<file path="src/rtl/lk_window_accumulator_pkg.sv">
// Shared types and reset constants for the Lucas-Kanade window accumulator.
package lk_accum_pkg;

   typedef enum logic [0:0] {
      IDLE  = 1'b0,
      ACCUM = 1'b1
   } acc_state_e;

   localparam acc_state_e RST_STATE   = IDLE;
   localparam logic       RST_OUT_VAL = 1'b0;
   localparam logic       RST_OUT_OVF = 1'b0;
   localparam logic       RST_BUSY    = 1'b0;

   // Signed-add overflow: both operands share a sign that the raw sum lost.
   function automatic logic add_overflow(input logic a_msb, input logic b_msb, input logic s_msb);
      return (a_msb == b_msb) && (s_msb != a_msb);
   endfunction

endpackage

</file>
<file path="src/rtl/lk_window_accumulator_sat_adder.sv">
// Single signed adder for the window accumulator.
// Macro LK_ACC_SATURATE_EN: clamp each sum to the signed W-bit range;
// without it the sum wraps modulo 2^W.
module lk_sat_adder
   import lk_accum_pkg::*;
#(
   parameter int W = 15
) (
   input  logic signed [W-1:0] a,
   input  logic signed [W-1:0] b,
   output logic signed [W-1:0] sum
);

   logic signed [W-1:0] raw_sum;

   assign raw_sum = a + b;

`ifdef LK_ACC_SATURATE_EN
   // Clamp toward the sign of the operands when the raw sum overflowed.
   always_comb begin
      if (add_overflow(a[W-1], b[W-1], raw_sum[W-1])) begin
         if (a[W-1]) begin
            sum = {1'b1, {(W-1){1'b0}}};
         end else begin
            sum = {1'b0, {(W-1){1'b1}}};
         end
      end else begin
         sum = raw_sum;
      end
   end
`else
   // Plain two's-complement wrap.
   always_comb begin
      sum = raw_sum;
   end
`endif

endmodule

</file>
<file path="src/rtl/lk_window_accumulator.sv">
// Sums WIN_LEN consecutive signed products into a window total held behind
// a val/rdy output register. Input is never stalled; a result left unconsumed
// when the next one lands is overwritten and flagged in out_ovf.
// Macro LK_ACC_SATURATE_EN selects saturating instead of wrapping adds.
module lk_window_accumulator
   import lk_accum_pkg::*;
#(
   parameter int P_WIDTH   = 10,
   parameter int WIN_LEN   = 25,
   parameter int ACC_WIDTH = P_WIDTH + 5,
   parameter int CNT_WIDTH = $clog2(WIN_LEN)
) (
   input  logic                        clk,
   input  logic                        reset,
   input  logic                        in_val,
   input  logic signed [P_WIDTH-1:0]   in_p,
   input  logic                        clear,
   output logic                        out_val,
   input  logic                        out_rdy,
   output logic signed [ACC_WIDTH-1:0] out_sum,
   output logic                        out_ovf,
   output logic                        busy
);

   localparam logic [CNT_WIDTH-1:0] CNT_LAST = CNT_WIDTH'(WIN_LEN - 1);

   acc_state_e                 state_r, state_nxt;
   logic signed [ACC_WIDTH-1:0] acc_r, acc_nxt;
   logic [CNT_WIDTH-1:0]        cnt_r, cnt_nxt;
   logic signed [ACC_WIDTH-1:0] p_ext;
   logic signed [ACC_WIDTH-1:0] add_sum;
   logic                        load;
   logic                        out_val_nxt;
   logic                        out_ovf_nxt;
   logic signed [ACC_WIDTH-1:0] out_sum_nxt;

   assign p_ext = ACC_WIDTH'(in_p);

   // acc_r is zero in IDLE, so the same adder also starts a new window.
   lk_sat_adder #(.W(ACC_WIDTH)) u_adder (
      .a   (acc_r),
      .b   (p_ext),
      .sum (add_sum)
   );

   // Next-state, accumulator and counter update; clear beats in_val.
   always_comb begin
      state_nxt = state_r;
      acc_nxt   = acc_r;
      cnt_nxt   = cnt_r;
      load      = 1'b0;
      if (clear) begin
         state_nxt = IDLE;
         acc_nxt   = '0;
         cnt_nxt   = '0;
      end else if (in_val) begin
         case (state_r)
            IDLE: begin
               state_nxt = ACCUM;
               acc_nxt   = add_sum;
               cnt_nxt   = CNT_WIDTH'(1);
            end
            ACCUM: begin
               if (cnt_r == CNT_LAST) begin
                  state_nxt = IDLE;
                  acc_nxt   = '0;
                  cnt_nxt   = '0;
                  load      = 1'b1;
               end else begin
                  acc_nxt = add_sum;
                  cnt_nxt = cnt_r + CNT_WIDTH'(1);
               end
            end
            default: begin
               state_nxt = IDLE;
               acc_nxt   = '0;
               cnt_nxt   = '0;
            end
         endcase
      end else begin
         state_nxt = state_r;
      end
   end

   // Output register: a load wins over the handshake; overwrite of a pending,
   // unaccepted result raises the sticky overflow flag.
   always_comb begin
      out_val_nxt = out_val;
      out_sum_nxt = out_sum;
      out_ovf_nxt = out_ovf;
      if (load) begin
         out_val_nxt = 1'b1;
         out_sum_nxt = add_sum;
         if (out_val && !out_rdy) begin
            out_ovf_nxt = 1'b1;
         end else begin
            out_ovf_nxt = out_ovf;
         end
      end else if (out_val && out_rdy) begin
         out_val_nxt = 1'b0;
      end else begin
         out_val_nxt = out_val;
      end
      if (clear) begin
         out_ovf_nxt = 1'b0;
      end else begin
         out_ovf_nxt = out_ovf_nxt;
      end
   end

   // State, window and output registers.
   always_ff @(posedge clk or negedge reset) begin
      if (!reset) begin
         state_r <= RST_STATE;
         acc_r   <= '0;
         cnt_r   <= '0;
         out_val <= RST_OUT_VAL;
         out_sum <= '0;
         out_ovf <= RST_OUT_OVF;
         busy    <= RST_BUSY;
      end else begin
         state_r <= state_nxt;
         acc_r   <= acc_nxt;
         cnt_r   <= cnt_nxt;
         out_val <= out_val_nxt;
         out_sum <= out_sum_nxt;
         out_ovf <= out_ovf_nxt;
         busy    <= (state_nxt == ACCUM);
      end
   end

endmodule

</file>
<file path="config.mk">
export PLATFORM = sky130hd
export DESIGN_NAME = lk_window_accumulator
export DESIGN_NICKNAME = d
export VERILOG_FILES = /design/src/rtl/lk_window_accumulator_pkg.sv /design/src/rtl/lk_window_accumulator_sat_adder.sv /design/src/rtl/lk_window_accumulator.sv
export SDC_FILE = /design/constraint.sdc
export NUM_CORES = 1
export LEC_CHECK = 0
export CORE_UTILIZATION = 59
export CTS_CLUSTER_SIZE = 28
export DETAILED_ROUTE_END_ITERATION = 10
export HOLD_SLACK_MARGIN = 0.15
export PLACE_DENSITY = 0.85
export SETUP_SLACK_MARGIN = 0.02
export SKIP_CTS_REPAIR_TIMING = 1
export SLEW_MARGIN = 5
export SYNTH_ARGS = -nofsm -noshare
export SYNTH_HDL_FRONTEND = slang
export SYNTH_HIERARCHICAL = 1
export SYNTH_SLANG_ARGS = --single-unit
export TNS_END_PERCENT = 10
</file>
<file path="constraint.sdc">
create_clock -name clk -period 4 [get_ports clk]
set_clock_uncertainty 0.2 [all_clocks]
set_input_delay 0.8 -clock clk [delete_from_list [all_inputs] [get_ports clk]]
set_output_delay 0.8 -clock clk [all_outputs]
set_load 0.03 [all_outputs]
</file>
==> results.yml <==
floorplanning:
  fp.dieH_um: 64.9
  dieArea_um2: 4210
  coreArea_um2: 3720
  start_util_pct: 62.7
  ios: 33
  die_w_um: 64.9
  fp-row-count: 22
timing:
  layout_min_cycle_time_ns: 3.26
  max_slew_margin_pct: 43.3
  finalSetupViolCount: 0
  worst_slack_ns: 0.739
  fin_tns_setup_ns: 0
  fmax_mhz: 307
  tightestPinTransition_ns: 0.850
  drv_slew: 0
  fin_crit_sh_pct: 81.5
  rsz0062_at_grt: "false"
  finalHoldViolations: 0
route:
  ant_nets: 0
  post_drt_via_cell_ratio: 6.02
  wirelength_mm: 4.88
  num_vias: 1793
  drc_errors: 0
  wl_per_cell_um: 16.4
  first_iter_violations: 166
  firstDrtPassIters: 5
synth:
  netlist_area_um2: 2330
  synthesis.nets: 246
  yosys_warnings: 6
  async_flop_share_pct: 100
  synth-seq-area-share_pct: 40.8
  syn-instance-count: 214
  synth_top_flop_cell: "dfrtp_1"
  synth.distinct_cells: 45
  ys_ff_latch: 38
  synth-edff-count: 0
  avgSynthCellArea_um2: 10.9
global_routing:
  grt_first_pass_wirelength_mm: 8.24
  grt_pass1_vias: 1831
  antenna_found_initial: 0
  grt_max_degree: 39
  grt-ovfl-total: 0
  grt_usage_pct: 26.3
setup_path:
  startpoint_type: "primary input"
  worstSetupPathType: "in2reg"
  worst-path-stages: 10
  crit_chain: "clkdlybuf4s50_1, ha_1, fa_1, a21oi_1, o21ai_2, o32ai_1, o21bai_1, xor2_1, nor2b_1, a32o_1"
  critical_path_buf_inv_count: 1
  path_max_fanout: 4
  slowest_stage: "clkdlybuf4s50_1"
  max_stage_delay_ns: 0.40
  worst-r2r-cell-count: 9
  critPathRequiredTime_ns: 3.98
  cp-end-kind: "flip-flop"
  crit_arrival_ns: 3.24
  r2r_slack_ns: 1.26
  path_delay_family: "compound AO/OA/AOI/OAI gates"
clock_tree:
  root_buffer: "clkbuf_8"
  numCtsBuffers: 5
  clock-sinks: 38
  insertion_delay_ns: 0.29
  cts_tree: "done"
  path_clk_slew_ns: 0.07
  cts_htree_levels: 2
  cts_max_path_buffers: 2
outcome:
  status: "finished clean"
worst_hold_path:
  hold_path_depth: 1
  hold_class: "reg2reg"
cells_and_area:
  num_antenna_cells: 0
  area_growth_pct: 18.2
  final_nets: 282
  drive_gt1_share_pct: 14.4
power:
  p_leak_uw: 0.00131
  power_uw: 967
  powerDensity_nw_per_um2: 351
  vdd_ir_drop_max_v: 0.000264
job:
  cap_violations: 0
placed_design:
  dp_slack_ns: 0.484
  hpwl_mm: 3.40
  gp_congestion: 0.799
  portBuffers: 32
[logic make-up (layout without fill, tap and decap cells)]
kind of cell / count (synthesis) / after routing / synth area share (%)
buf+inv: 16 / 52 / 4.03
compound gates: 53 / 53 / 18.2
simple gates: 63 / 63 / 15.7
xor+xnor: 11 / 11 / 4.13
flops: 38 / 38 / 40.8
mux: 16 / 16 / 7.68
fa+ha+maj: 17 / 17 / 9.45
[worst reg2reg max path, cell delays in order, from the launching register on]
cell      delay, ns
dfrtp_1        0.38
ha_1           0.23
fa_1           0.40
a21oi_1        0.25
o21ai_2        0.13
o32ai_1        0.28
o21bai_1       0.16
xor2_1         0.17
nor2b_1        0.14
a32o_1         0.29
[synthesized netlist by cell type (all sizes together), types with 2 or more instances]
cell / instances / share of area [%]
dfrtp: 38 / 41
ha: 16 / 8.6
nor2b: 16 / 4.3
a32o: 15 / 6.4
mux2: 15 / 7.2
nor2: 13 / 2.1
a21oi: 12 / 3.1
nand2: 12 / 1.9
inv: 8 / 1.3
xnor2: 8 / 3.0
o21ai: 5 / 1.4
a21o: 4 / 1.3
and3: 4 / 1.1
buf: 4 / 2.1
clkbuf: 4 / 0.64
nand3: 4 / 0.86
nand4: 3 / 0.81
xor2: 3 / 1.1
a211oi: 2 / 0.64
a31oi: 2 / 0.54
nor3: 2 / 0.91
o211ai: 2 / 0.64
o21a: 2 / 0.64
o21bai: 2 / 0.64
o41ai: 2 / 0.75
or3: 2 / 0.59
[where the power goes]
group	total, uW	switching (uW)	internal [uW]
logic	296	155	141
registers	425	17.3	408
clock network	245	125	120
[state kept, by name (all words and copies together) (netlist names)]
| name | count |
|---|---|
| state_r | 1 |
| out_ovf | 1 |
| acc_r | 15 |
| cnt_r | 5 |
| out_sum | 15 |
| out_val | 1 |
[metrics by stage]
stage                     instances  util (%)  area [um2]  hold WS [ns]
after detailed placement        291      72.1        2680         0.289
final                           298      74.2        2760         0.301
after CTS                       298      74.2        2760         0.308
after global placement          291      72.1        2680         0.282
after floorplan                 214         -        2330         0.272
after global routing            298      74.2        2760         0.316
[final timing paths]
path,from,end
min in group asynchronous,reset,cnt_r[2]
worst min register to register,acc_r[5],acc_r[5]
worst max-delay path,in_p[0],acc_r[12]
worst max register to register,acc_r[0],acc_r[12]
worst min-delay path,acc_r[5],acc_r[5]
max in group asynchronous,reset,acc_r[6]
[layout by cell type (no fill, tap or decap), types with 3 or more instances in the layout]
cell	n
a21o_1	4
a21oi_1	9
a21oi_2	3
a32o_1	15
and3_1	4
buf_4	5
clkbuf_8	5
clkdlybuf4s50_1	31
dfrtp_1	38
ha_1	16
inv_1	8
mux2_2	15
nand2_1	12
nand3_1	4
nand4_1	3
nor2_1	13
nor2b_1	16
o21ai_0	3
xnor2_1	8
xor2_1	3
[metal layers]
layer / part of all wire [%] / global-route usage (%) / up-vias
met3: 3.7 / 5.28 / 9
met4: 1.5 / 10.3 / 0
met2: 50 / 46.4 / 44
li1: - / - / 862
met1: 45 / 31.0 / 878
met5: 0 / 0 / -
[cell type report]
type | instances | area, um2
Multi-Input combinational cell | 160 | 1290
Fill cell | 271 | 960
Sequential cell | 38 | 951
Timing Repair Buffer | 37 | 353
Clock buffer | 7 | 76.3
Tap cell | 48 | 60.1
Inverter | 8 | 30.0
No activity file was read; power rests on OpenSTA's default activity.
